===== src/rtl/cart_dongle_prober_if.sv =====
// Request/response and cartridge-port signals between the diagnostic controller,
// the dongle prober and the dongle on the ROM3 window.
interface cart_dongle_prober_if #(
    parameter int MAX_BITS = 32,
    parameter int LEN_W    = 6
);
    logic                start;
    logic [LEN_W-1:0]    len;
    logic [MAX_BITS-1:0] challenge;
    logic                busy;
    logic                done;
    logic [MAX_BITS-1:0] response;
    logic                rom3_n;
    logic                a8;
    logic                d8;

    // The master side is the controller together with the dongle it exercises.
    modport master (
        output start, len, challenge, d8,
        input  busy, done, response, rom3_n, a8
    );

    modport slave (
        input  start, len, challenge, d8,
        output busy, done, response, rom3_n, a8
    );
endinterface


===== src/rtl/cart_dongle_prober.sv =====
// Dongle challenge/response initiator: strobes rom3_n, shifts the challenge out on a8
// and collects d8 replies. Define DONGLE_PROBER_SYNC_EN to synchronise d8 for an external dongle.
module cart_dongle_prober #(
    parameter int MAX_BITS    = 32,
    parameter int LEN_W       = 6,
    parameter int LOW_CYCLES  = 4,
    parameter int HIGH_CYCLES = 4
) (
    input  logic                 clk,
    input  logic                 reset,
    cart_dongle_prober_if.slave  bus
);
    localparam logic [1:0] ST_IDLE = 2'd0;
    localparam logic [1:0] ST_LOW  = 2'd1;
    localparam logic [1:0] ST_HIGH = 2'd2;
    localparam logic [1:0] ST_DONE = 2'd3;

    localparam int CNT_MAX = (LOW_CYCLES > HIGH_CYCLES) ? LOW_CYCLES : HIGH_CYCLES;
    localparam int CNT_W   = $clog2(CNT_MAX + 1);
    localparam int IDX_W   = (MAX_BITS > 1) ? $clog2(MAX_BITS) : 1;

    logic [1:0]          r_state;
    logic [CNT_W-1:0]    r_cnt;
    logic [IDX_W-1:0]    r_idx;
    logic [IDX_W-1:0]    r_last;
    logic [MAX_BITS-1:0] r_chal;
    logic [MAX_BITS-1:0] r_resp;
    logic                r_busy;
    logic                r_done;
    logic                r_rom3_n;
    logic                r_a8;
    logic                w_d8;
    logic [LEN_W-1:0]    w_eff_len;

    if (LOW_CYCLES < 1) begin : g_low_chk
        $error("cart_dongle_prober: LOW_CYCLES must be at least 1");
    end
    if (HIGH_CYCLES < 3) begin : g_high_chk
        $error("cart_dongle_prober: HIGH_CYCLES must be at least 3");
    end
    if (MAX_BITS >= (2 ** LEN_W)) begin : g_len_chk
        $error("cart_dongle_prober: LEN_W too narrow for MAX_BITS");
    end

`ifdef DONGLE_PROBER_SYNC_EN
    logic [1:0] r_d8_sync;

    if (HIGH_CYCLES < 5) begin : g_sync_chk
        $error("cart_dongle_prober: HIGH_CYCLES must be at least 5 with d8 synchroniser");
    end

    // Two-flop synchroniser for the asynchronous external d8 line.
    always_ff @(posedge clk) begin
        if (reset) begin
            r_d8_sync <= 2'b00;
        end else begin
            r_d8_sync <= {r_d8_sync[0], bus.d8};
        end
    end
    assign w_d8 = r_d8_sync[1];
`else
    assign w_d8 = bus.d8;
`endif

    assign w_eff_len = (bus.len > LEN_W'(MAX_BITS)) ? LEN_W'(MAX_BITS) : bus.len;

    // Burst sequencer; every output is driven from a register updated here.
    always_ff @(posedge clk) begin
        if (reset) begin
            r_state  <= ST_IDLE;
            r_cnt    <= {CNT_W{1'b0}};
            r_idx    <= {IDX_W{1'b0}};
            r_last   <= {IDX_W{1'b0}};
            r_chal   <= {MAX_BITS{1'b0}};
            r_resp   <= {MAX_BITS{1'b0}};
            r_busy   <= 1'b0;
            r_done   <= 1'b0;
            r_rom3_n <= 1'b1;
            r_a8     <= 1'b0;
        end else begin
            r_done <= 1'b0;
            case (r_state)
                ST_IDLE: begin
                    if (bus.start) begin
                        r_chal <= bus.challenge;
                        r_resp <= {MAX_BITS{1'b0}};
                        r_idx  <= {IDX_W{1'b0}};
                        r_cnt  <= {CNT_W{1'b0}};
                        r_last <= IDX_W'(w_eff_len - LEN_W'(1));
                        if (w_eff_len == {LEN_W{1'b0}}) begin
                            r_state <= ST_DONE;
                            r_done  <= 1'b1;
                        end else begin
                            r_state  <= ST_LOW;
                            r_busy   <= 1'b1;
                            r_rom3_n <= 1'b0;
                            r_a8     <= bus.challenge[0];
                        end
                    end
                end
                ST_LOW: begin
                    if (r_cnt == CNT_W'(LOW_CYCLES - 1)) begin
                        r_cnt    <= {CNT_W{1'b0}};
                        r_rom3_n <= 1'b1;
                        r_state  <= ST_HIGH;
                    end else begin
                        r_cnt <= r_cnt + CNT_W'(1);
                    end
                end
                ST_HIGH: begin
                    if (r_cnt == CNT_W'(HIGH_CYCLES - 1)) begin
                        r_cnt         <= {CNT_W{1'b0}};
                        r_resp[r_idx] <= w_d8;
                        if (r_idx == r_last) begin
                            r_state <= ST_DONE;
                            r_done  <= 1'b1;
                            r_busy  <= 1'b0;
                            r_a8    <= 1'b0;
                        end else begin
                            // a8 moves only together with the falling edge of the next strobe.
                            r_idx    <= r_idx + IDX_W'(1);
                            r_rom3_n <= 1'b0;
                            r_a8     <= r_chal[r_idx + IDX_W'(1)];
                            r_state  <= ST_LOW;
                        end
                    end else begin
                        r_cnt <= r_cnt + CNT_W'(1);
                    end
                end
                ST_DONE: begin
                    r_state <= ST_IDLE;
                end
                default: begin
                    r_state  <= ST_IDLE;
                    r_busy   <= 1'b0;
                    r_rom3_n <= 1'b1;
                    r_a8     <= 1'b0;
                end
            endcase
        end
    end

    assign bus.busy     = r_busy;
    assign bus.done     = r_done;
    assign bus.response = r_resp;
    assign bus.rom3_n   = r_rom3_n;
    assign bus.a8       = r_a8;
endmodule


===== src/flat_wrapper.sv =====
// flat-port wrapper written by rule: the top's interface ports become plain ports
module cart_dongle_prober_flat 
#(
    parameter int MAX_BITS    = 32,
    parameter int LEN_W       = 6,
    parameter int LOW_CYCLES  = 4,
    parameter int HIGH_CYCLES = 4
)
  (clk, reset, bus_start, bus_len, bus_challenge, bus_d8, bus_busy, bus_done, bus_response, bus_rom3_n, bus_a8);
  cart_dongle_prober_if #(.MAX_BITS(MAX_BITS), .LEN_W(LEN_W)) bus_i ();
  input  logic clk;
  input  logic reset;
  input wire logic [$bits(bus_i.start)-1:0] bus_start;
  input wire logic [$bits(bus_i.len)-1:0] bus_len;
  input wire logic [$bits(bus_i.challenge)-1:0] bus_challenge;
  input wire logic [$bits(bus_i.d8)-1:0] bus_d8;
  output wire logic [$bits(bus_i.busy)-1:0] bus_busy;
  output wire logic [$bits(bus_i.done)-1:0] bus_done;
  output wire logic [$bits(bus_i.response)-1:0] bus_response;
  output wire logic [$bits(bus_i.rom3_n)-1:0] bus_rom3_n;
  output wire logic [$bits(bus_i.a8)-1:0] bus_a8;
  assign bus_i.start = bus_start;
  assign bus_i.len = bus_len;
  assign bus_i.challenge = bus_challenge;
  assign bus_i.d8 = bus_d8;
  assign bus_busy = bus_i.busy;
  assign bus_done = bus_i.done;
  assign bus_response = bus_i.response;
  assign bus_rom3_n = bus_i.rom3_n;
  assign bus_a8 = bus_i.a8;
  cart_dongle_prober #(.MAX_BITS(MAX_BITS), .LEN_W(LEN_W), .LOW_CYCLES(LOW_CYCLES), .HIGH_CYCLES(HIGH_CYCLES)) u_core (.clk(clk), .reset(reset), .bus(bus_i));
endmodule

===== config.mk =====
export PLATFORM = sky130hd
export DESIGN_NAME = cart_dongle_prober_flat
export DESIGN_NICKNAME = d
export VERILOG_FILES = /design/src/rtl/cart_dongle_prober_if.sv /design/src/rtl/cart_dongle_prober.sv /design/src/flat_wrapper.sv
export SDC_FILE = /design/constraint.sdc
export NUM_CORES = 1
export LEC_CHECK = 0
export CAP_MARGIN = 20
export CORE_UTILIZATION = 40
export CTS_CLUSTER_DIAMETER = 60
export DETAILED_ROUTE_END_ITERATION = 16
export GPL_TIMING_DRIVEN = 0
export MAX_ROUTING_LAYER = met4
export SETUP_SLACK_MARGIN = 0.4
export SLEW_MARGIN = 20
export SYNTH_ARGS = -nofsm -noshare
export SYNTH_HDL_FRONTEND = slang
export SYNTH_SLANG_ARGS = --single-unit

===== constraint.sdc =====
create_clock -name clk -period 5.41 [get_ports clk]
set_input_delay 0.8115 -clock clk [delete_from_list [all_inputs] [get_ports clk]]
set_output_delay 0.8115 -clock clk [all_outputs]
set_load 0.02 [all_outputs]

==> flow_metrics.py, run 1 <==
metrics = {
    "critical_path": {
        "worst_setup_path_end_kind": "flip-flop",
        "cp.required_ns": 5.62,
        "crit_cells": 9,
        "cp_data_arrival_time_ns": 2.82,
        "startpoint_type": "flip-flop",
        "cp_slowest_cell": "mux4_2",
        "path_common_cell": "nor2_1",
        "critPathTopFamily": "buffers and inverters",
        "criticalPathCategory": "reg2reg",
        "cp_cell_sequence": "buf_2 > inv_1 > ha_1 > buf_6 > mux4_2 > nor2_1 > nor2_1 > o311ai_1 > o22ai_1",
        "path_buf_inv": 3,
        "reg2reg_depth": 9,
        "crit_fanout": 10,
        "reg2reg_from": "u_core.r_idx[0]",
        "critPathLaunch": "u_core.r_idx[0]",
        "critPathMaxStageDelay_ns": 0.52,
    },
    "sta": {
        "fmax_mhz": 383.3,
        "rsz0062_at_grt": "false",
        "fin_crit_ns": 2.609,
        "setup_viol": 0,
        "worst_slew_pin_slew_ns": 0.8706,
        "final_max_slew_viol_count": 0,
        "tns_ns": 0,
        "hold_slack_ns": 0.4559,
        "fin_crit_sh_pct": 48.23,
        "fin_skew_ns": 0.01089,
        "slew_headroom_pct": 41.52,
        "finalHoldViolCount": 0,
    },
    "power_and_ir_drop": {
        "p_int_mw": 1.300,
        "p_sw_share_pct": 34.90,
        "p_switching_mw": 0.6970,
        "seq_power_share_pct": 36.5,
        "pwr-share-comb_pct": 34.9,
        "total_power_mw": 1.997,
        "p_clk_share_pct": 28.7,
        "ir_drop_mv": 0.2045,
        "p_leak_nw": 1.903,
        "power.density_mw_per_mm2": 382.9,
    },
    "clock_network": {
        "ctsResizeCount": 0,
        "clk_latency_ns": 0.35,
        "clkTransAtPathRegs_ns": 0.08,
        "cts_sinks": 83,
        "clk_path_buf_depth": 2,
        "root_buffer": "clkbuf_8",
        "post_cts_buffers": 0,
        "cts_tree": "built",
        "h-tree-depth": 3,
        "cts-buffers-inserted": 9,
        "hold_buffers": 0,
    },
    "global_routing": {
        "grt_start_max_net_pins": 14,
        "grt.met3_usage_pct": 3.010,
        "antenna_found_initial": 0,
        "met2_usage_pct": 35.21,
        "grt_most_used_layer": "met2",
        "grt_pass1_vias": 3519,
        "grt_overflow": 0,
        "grt_pass1_wl_um": 16810,
        "met1_usage_pct": 27.32,
        "grtUsageTotal_pct": 21.55,
    },
    "hold_path": {
        "hp-start": "u_core.r_chal[18]",
        "hold_path_depth": 2,
        "hold_path.class": "reg2reg",
    },
    "drt": {
        "vias": 3786,
        "vias_per_cell": 5.215,
        "drtPass1Iterations": 5,
        "wirelength_um": 10390,
        "drc": 0,
        "drtIter0Drc": 180,
        "ant_nets": 0,
        "wire_per_inst_um": 14.31,
    },
    "synthesis": {
        "seq_area_frac_synth_pct": 41.26,
        "synth_edf_count": 0,
        "synth_nets": 555,
        "yosysTopAreaCell": "dfxtp_1",
        "netlist.area_leader.share_pct": 41.26,
        "syn_avg_cell_area_um2": 8.023,
        "synth.distinct_cells": 45,
        "ys_warn_count": 0,
        "synthTopCellsByCount": "104 x a21oi_1, 103 x nand2_1, 83 x dfxtp_1",
        "synth.area.top_cells": "dfxtp_1 41%, a21oi_1 13%, nand2_1 9.6%",
        "synthCells": 502,
        "ys.flop_type": "dfxtp_1",
        "yosysMostFrequentCell": "a21oi_1",
        "ys_seq_elements": 83,
        "netlist_area_mm2": 0.004028,
        "async_flop_share_pct": 0,
    },
    "finish": {
        "drive_gt1_share_pct": 8.094,
        "n_fill_cell": 970,
        "register_area_mm2": 0.001662,
        "area_delta_synth_final_pct": 29.51,
        "antenna_cells": 0,
        "nNetsFinal": 643,
        "multi_input_area_mm2": 0.002122,
    },
    "placement": {
        "portBuffers": 77,
        "dp_hpwl_um": 7481,
        "gp_congestion": 0.7882,
    },
    "flow_run": {
        "max-cap-violations": 0,
    },
    "status": {
        "run_status": "completed",
    },
    "floorplan": {
        "die_x_um": 102.3,
        "core_area_mm2": 0.009774,
        "num_rows": 36,
        "chipHeight_um": 102.3,
        "ioPinCount": 78,
        "dieArea_mm2": 0.01047,
        "initial_core_util_pct": 41.21,
    },
}
worst paths after layout:
check,to,slack (ns)
max,u_core.bus.a8,2.80
min,u_core.r_chal[18],0.46
max reg2reg,u_core.bus.a8,2.80
min reg2reg,u_core.r_chal[18],0.46
placed cells by master, fill, tap and decap left out, types with 2 or more instances in the layout:
cell type / instances
nor3b_1: 2
a21oi_1: 104
mux4_2: 8
ha_1: 11
a31oi_1: 2
buf_2: 6
buf_6: 4
a311oi_1: 2
xnor2_1: 7
mux2i_1: 5
bufinv_16: 4
nand4_1: 6
and2_1: 6
nor3_1: 2
nand3_1: 10
dfxtp_1: 83
a211o_1: 2
clkbuf_2: 3
nand2b_1: 5
nor2b_1: 2
inv_1: 6
nor2_1: 26
clkbuf_1: 26
o21ai_0: 36
nand4b_1: 2
nor3_2: 2
clkbuf_8: 9
a22oi_1: 3
a211oi_1: 3
nand2_1: 103
buf_4: 4
clkdlybuf4s50_1: 77
xor2_1: 5
and3_1: 2
sequential cells by signal, indices dropped and copies added, names as in the netlist:
register	flops
u_core.bus.a8	1
u_core.bus.busy	1
u_core.bus.done	1
u_core.bus.response	32
u_core.bus.rom3_n	1
u_core.r_chal	32
u_core.r_cnt	3
u_core.r_idx	5
u_core.r_last	5
u_core.r_state	2
cell families after synthesis:
| family | after synthesis | share of synthesized area [%] |
|---|---|---|
| AO/OA/AOI/OAI | 158 | 21.09 |
| buffers and inverters | 50 | 6.057 |
| AND/OR/NAND/NOR | 175 | 19.85 |
| XOR/XNOR | 12 | 2.609 |
| adder cells (fa/ha/maj) | 11 | 3.417 |
| flip-flops | 83 | 41.25 |
| multiplexers | 13 | 5.716 |
layout make-up:
class                   count  share of cell area, %
well taps                 133                  3.190
multi-input cells         369                  40.68
clock buffers               9                  2.375
plain buffers              43                  4.174
clock inverters             5                  2.447
flip-flops and latches     83                  31.85
inverters                   7                 0.5037
repair buffers             77                  14.78
through the flow:
step / setup slack, ns / instance area [um2] / std cells / utilization [%]
after floorplan: 3.218 / 4028 / 502 / -
after global placement: 2.777 / 4965 / 712 / 50.79
after detailed placement: 2.751 / 4965 / 712 / 50.79
after CTS: 2.755 / 5216 / 726 / 53.37
after global routing: 2.651 / 5216 / 726 / 53.37
final: 2.801 / 5216 / 726 / 53.37
power groups by stage:
stage	clock network [mW]	registers, mW	logic [mW]
2_1_floorplan	0	0.740	0.500
3_3_place_gp	0	0.740	0.687
3_5_place_dp	0	0.743	0.700
4_1_cts	0.582	0.729	0.703
5_1_grt	0.605	0.738	0.782
6_report	0.573	0.728	0.697
layer usage:
layer / routed length [um] / vias to the layer above / part of all wire (%)
met5: 0 / - / 0
met4: 133 / 0 / 1.3
met3: 484 / 13 / 4.7
met2: 5017 / 106 / 48
met1: 4752 / 1773 / 46
li1: - / 1894 / -
worst reg2reg max path, cell delays in order, from the launching register on:
cell      delay, ns
dfxtp_1        0.45
buf_2          0.33
inv_1          0.11
ha_1           0.30
buf_6          0.17
mux4_2         0.52
nor2_1         0.10
nor2_1         0.05
o311ai_1       0.30
o22ai_1        0.14
Power figures use the tool's default switching activity.
==> run 2, diff against run 1 <==
==> constraint.sdc (replaced) <==
create_clock -name clk -period 2.5 [get_ports clk]
set_input_delay 0.375 -clock clk [delete_from_list [all_inputs] [get_ports clk]]
set_output_delay 0.375 -clock clk [all_outputs]
set_load 0.02 [all_outputs]
==> flow_metrics.py, run 2 (same netlist as run 1, synthesis figures left out) <==
metrics = {
    "global_routing": {
        "grt_pass1_vias": 3574,
        "grt_overflow": 0,
        "grtUsageTotal_pct": 22.10,
        "antenna_found_initial": 0,
        "grt_pass1_wl_um": 17100,
        "grt_start_max_net_pins": 14,
    },
    "placement": {
        "post_dp_cell_area_mm2": 0.004972,
        "gp_congestion": 0.7941,
        "portBuffers": 77,
        "dp_slack_ns": 0.1194,
        "place_inst": 712,
        "dp_hpwl_um": 7448,
    },
    "critical_path": {
        "critPathMaxStageDelay_ns": 0.53,
        "critPathTopFamily": "multiplexers",
        "worst_setup_path_end_kind": "flip-flop",
        "path_common_cell": "buf_8",
        "cp_cell_sequence": "buf_8 > inv_6 > ha_4 > buf_8 > mux4_2 > nor2_2 > nor2_1 > o311ai_2 > o22ai_1",
        "criticalPathCategory": "reg2reg",
        "cp_slowest_cell": "mux4_2",
        "startpoint_type": "flip-flop",
        "path_buf_inv": 3,
        "cp.required_ns": 2.71,
        "cp_data_arrival_time_ns": 2.27,
        "crit_fanout": 7,
    },
    "sta": {
        "fin_skew_ns": 0.008675,
        "final_max_slew_viol_count": 0,
        "rsz0062_at_grt": "true",
        "slew_headroom_pct": 48.94,
        "fin_crit_ns": 2.058,
        "fin_crit_sh_pct": 82.34,
        "setup_ws_ns": 0.4416,
        "fmax_mhz": 485.8,
        "worst_slew_pin_slew_ns": 0.7600,
        "tns_ns": 0,
        "setup_viol": 0,
        "finalHoldViolCount": 0,
        "hold_slack_ns": 0.4559,
    },
    "power_and_ir_drop": {
        "p_clk_share_pct": 27.3,
        "p_int_mw": 2.787,
        "ir_drop_mv": 0.3432,
        "seq_power_share_pct": 36.5,
        "pwr-share-comb_pct": 36.3,
        "p_switching_mw": 1.525,
        "p_sw_share_pct": 35.36,
        "p_leak_nw": 1.955,
        "power.density_mw_per_mm2": 807.1,
        "total_power_mw": 4.312,
    },
    "drt": {
        "vias_per_cell": 5.151,
        "wirelength_um": 10370,
        "drc": 0,
        "drtPass1Iterations": 5,
        "wire_per_inst_um": 14.11,
        "drtIter0Drc": 112,
        "ant_nets": 0,
        "vias": 3786,
    },
    "floorplan": {
        "die_x_um": 102.3,
        "num_rows": 36,
        "core_area_mm2": 0.009774,
        "ioPinCount": 78,
        "dieArea_mm2": 0.01047,
        "chipHeight_um": 102.3,
        "initial_core_util_pct": 41.21,
    },
    "finish": {
        "final_util_pct": 54.66,
        "stdcell_area_mm2": 0.005343,
        "antenna_cells": 0,
        "drive_gt1_share_pct": 10.80,
        "area_delta_synth_final_pct": 32.65,
        "n_fill_cell": 966,
        "final_common_cell": "a21oi_1",
        "layout_common_cells": "104 x a21oi_1, 103 x nand2_1, 81 x dfxtp_1",
        "nNetsFinal": 651,
        "final_cells": 735,
    },
    "clock_network": {
        "clk_latency_ns": 0.35,
        "cts_tree": "built",
        "cts-buffers-inserted": 9,
        "h-tree-depth": 3,
        "clkTransAtPathRegs_ns": 0.08,
        "cts_sinks": 83,
        "clk_path_buf_depth": 2,
        "hold_buffers": 0,
        "root_buffer": "clkbuf_8",
    },
    "hold_path": {
        "hold_path.class": "reg2reg",
    },
    "status": {
        "run_status": "completed",
    },
    "flow_run": {
        "max-cap-violations": 0,
    },
}
## run 2: changes by cell type in the layout (fill, tap and decap cells not counted), sizes merged
cell | previous run | this run
buf | 14 | 22
clkinv | 1 | 2
clkbuf | 38 | 40
bufinv | 4 | 3
clkinvlp | 1 | 0
## run 2: repair_timing
item,CTS,global route
hold endpoints to repair,0,0
gates resized for setup,8,9
gates cloned,0,0
buffers inserted,6,2
setup endpoints to repair,1,31
pin swaps,5,5
## run 2: worst reg2reg max path: cells and delay by family (launching register included)
family	cells	cell delay, ns
AO/OA/AOI/OAI	2	0.35
multiplexers	1	0.53
AND/OR/NAND/NOR	2	0.17
buffers and inverters	3	0.26
flip-flops	1	0.36
adder cells (fa/ha/maj)	1	0.25
## run 2: per-layer routing
layer	up-vias	part of all wire (%)	GRT usage, %	wire [um]
li1	1921	-	-	-
met1	1761	46	27.58	4803
met2	94	48	36.45	4996
met3	10	4.3	2.873	448
met4	0	1.1	8.242	119
met5	-	0	-	0
## run 2: power groups by stage
stage	Clock, mW	Combinational, mW	Sequential, mW
floorplan	0	1.08	1.60
finish	1.18	1.56	1.57
CTS	1.20	1.55	1.57
global route	1.25	1.77	1.59
detailed placement	0	1.51	1.61
global placement	0	1.49	1.60
## run 2: final timing paths
path | from | end | slack (ns) | cells past startpoint
max | u_core.r_idx[0] | u_core.bus.a8 | 0.44 | 9
min | u_core.r_chal[20] | u_core.r_chal[20] | 0.46 | 2
max reg2reg | u_core.r_idx[0] | u_core.bus.a8 | 0.44 | 9
min reg2reg | u_core.r_chal[20] | u_core.r_chal[20] | 0.46 | 2
## run 2: final cells by class
cell class                      count  area, um2  area share, %
Clock buffer                       11      141.4          2.646
Tap cell                          133      166.4          3.115
Buffer                             43      231.5          4.333
Timing Repair Buffer               85      847.1          15.85
Inverter                            7      31.28         0.5855
Multi-Input combinational cell    369       2157          40.37
Sequential cell                    83       1669          31.24
Clock inverter                      4      98.84          1.850
==> run 3, diff against run 2 <==
--- a/config.mk
+++ b/config.mk
@@ -11,6 +11,7 @@
 export DETAILED_ROUTE_END_ITERATION = 16
 export GPL_TIMING_DRIVEN = 0
 export MAX_ROUTING_LAYER = met4
+export PLACE_DENSITY = 0.67
 export SETUP_SLACK_MARGIN = 0.4
 export SLEW_MARGIN = 20
 export SYNTH_ARGS = -nofsm -noshare
==> constraint.sdc (replaced) <==
create_clock -name clk -period 1.7 [get_ports clk]
set_input_delay 0.255 -clock clk [delete_from_list [all_inputs] [get_ports clk]]
set_output_delay 0.255 -clock clk [all_outputs]
set_load 0.02 [all_outputs]
==> flow_metrics.py, run 3 (same netlist as run 1, synthesis figures left out) <==
metrics = {
    "status": {
        "run_status": "finished with violations",
        "failed_checks": "setup timing",
    },
    "sta": {
        "finalHoldViolCount": 0,
        "setup_ws_ns": -0.4646,
        "setup_viol": 37,
        "fin_skew_ns": 0.009208,
        "fin_crit_ns": 2.165,
        "slew_headroom_pct": 52.66,
        "worst_slew_pin_slew_ns": 0.7101,
        "tns_ns": -2.043,
        "fmax_mhz": 462.0,
        "fin_crit_sh_pct": 127.3,
        "rsz0062_at_grt": "true",
        "final_max_slew_viol_count": 0,
    },
    "floorplan": {
        "num_rows": 36,
        "chipHeight_um": 102.3,
        "ioPinCount": 78,
        "initial_core_util_pct": 41.21,
        "core_area_mm2": 0.009774,
        "die_x_um": 102.3,
        "dieArea_mm2": 0.01047,
    },
    "finish": {
        "nNetsFinal": 701,
        "drive_gt1_share_pct": 60.34,
        "final_common_cell": "dfxtp_1",
        "layout_common_cells": "73 x dfxtp_1, 61 x nand2_4, 60 x a21oi_2",
        "stdcell_area_mm2": 0.007229,
        "antenna_cells": 0,
        "area_delta_synth_final_pct": 79.50,
        "final_cells": 786,
    },
    "critical_path": {
        "cp_slowest_cell": "mux4_2",
        "crit_fanout": 5,
        "startpoint_type": "flip-flop",
        "path_buf_inv": 3,
        "criticalPathCategory": "reg2reg",
        "cp.required_ns": 1.93,
        "critPathTopFamily": "multiplexers",
        "cp_cell_sequence": "buf_8 > inv_6 > ha_4 > buf_8 > mux4_2 > nor2_1 > nor2_1 > o311ai_2 > o22ai_1",
        "worst_setup_path_end_kind": "flip-flop",
        "cp_data_arrival_time_ns": 2.39,
        "critPathMaxStageDelay_ns": 0.50,
    },
    "global_routing": {
        "grt_pass1_vias": 4193,
        "grt_overflow": 0,
        "antenna_found_initial": 0,
        "grt_start_max_net_pins": 15,
        "grt_pass1_wl_um": 20240,
        "grtUsageTotal_pct": 26.04,
    },
    "power_and_ir_drop": {
        "total_power_mw": 9.982,
        "p_leak_nw": 3.009,
        "ir_drop_mv": 0.6631,
        "power.density_mw_per_mm2": 1381,
        "p_sw_share_pct": 39.89,
        "p_clk_share_pct": 17.1,
        "p_int_mw": 6.000,
        "seq_power_share_pct": 24.4,
        "pwr-share-comb_pct": 58.5,
        "p_switching_mw": 3.981,
    },
    "placement": {
        "gp_congestion": 0.8204,
        "post_dp_cell_area_mm2": 0.005077,
        "portBuffers": 77,
        "place_inst": 712,
        "dp_hpwl_um": 7460,
        "dp_slack_ns": -0.6572,
    },
    "flow_run": {
        "max-cap-violations": 0,
    },
    "clock_network": {
        "clk_path_buf_depth": 2,
        "root_buffer": "clkbuf_8",
        "h-tree-depth": 3,
        "cts_tree": "built",
        "hold_buffers": 0,
        "cts_sinks": 83,
        "clkTransAtPathRegs_ns": 0.09,
        "cts-buffers-inserted": 9,
        "clk_latency_ns": 0.36,
    },
    "drt": {
        "wire_per_inst_um": 19.26,
        "vias_per_cell": 5.594,
        "vias": 4397,
        "ant_nets": 0,
        "drc": 0,
        "drtPass1Iterations": 4,
        "drtIter0Drc": 195,
        "wirelength_um": 15140,
    },
    "hold_path": {
        "hold_path.class": "in2reg",
    },
}
## run 3: changes by cell type in the layout (fill, tap and decap cells not counted), moves of 10 or more
cell	delta
clkbuf_2	+31
clkbuf_16	+10
o21ai_2	+25
nand2_4	+61
nand2_1	-87
clkbuf_1	-22
buf_6	+15
a21oi_1	-60
clkdlybuf4s50_1	-39
buf_4	+20
o21ai_0	-31
nand2_2	+25
buf_8	+11
a21oi_2	+59
## run 3: metal layers
metal	global-route usage, %	vias to the layer above	wire (um)
li1	-	2035	-
met1	30.36	2139	5897
met2	43.42	174	8045
met3	5.130	49	703
met4	11.43	0	492
met5	-	-	0
## run 3: final cells by class
| cell class | count | area [um2] |
|---|---|---|
| Timing Repair Buffer | 133 | 1257 |
| Buffer | 43 | 511.7 |
| Fill cell | 615 | 2545 |
| Sequential cell | 83 | 1682 |
| Tap cell | 133 | 166.4 |
| Inverter | 7 | 38.79 |
| Multi-Input combinational cell | 371 | 3337 |
| Clock buffer | 11 | 151.4 |
| Clock inverter | 5 | 85.08 |
## run 3: per-stage QoR
stage	util (%)	hold WS (ns)
detailed placement	51.95	0.4463
floorplan	-	0.3910
CTS	66.65	0.3902
finish	73.96	0.4053
global placement	51.95	0.4387
global route	73.96	0.4066
## run 3: tightest hold or removal path: cells and delay by family
family          cells  cell delay (ns)
buf+inv             2             0.37
compound gates      1             0.10
## run 3: final timing paths
kind | cells past startpoint | endpoint | start | slack (ns)
min | 3 | u_core.r_last[3] | bus_len[5] | 0.41
max | 9 | u_core.bus.a8 | u_core.r_idx[0] | -0.46
min reg2reg | 2 | u_core.bus.response[25] | u_core.bus.response[25] | 0.46
max reg2reg | 9 | u_core.bus.a8 | u_core.r_idx[0] | -0.46
## run 3: what timing repair did
item | 4_1_cts | 5_1_grt
buffers inserted | 26 | 19
hold endpoints to repair | 0 | 0
resized for setup | 314 | 208
gates cloned | 9 | 4
pin swaps | 41 | 87
setup endpoints to repair | 119 | 115
## run 3: power by group through the flow
| stage | Clock, mW | Combinational (mW) | Sequential (mW) |
|---|---|---|---|
| global route | 1.78 | 6.10 | 2.45 |
| CTS | 1.69 | 4.45 | 2.35 |
| floorplan | 0 | 1.92 | 2.37 |
| detailed placement | 0 | 2.56 | 2.38 |
| finish | 1.71 | 5.84 | 2.43 |
| global placement | 0 | 2.50 | 2.37 |
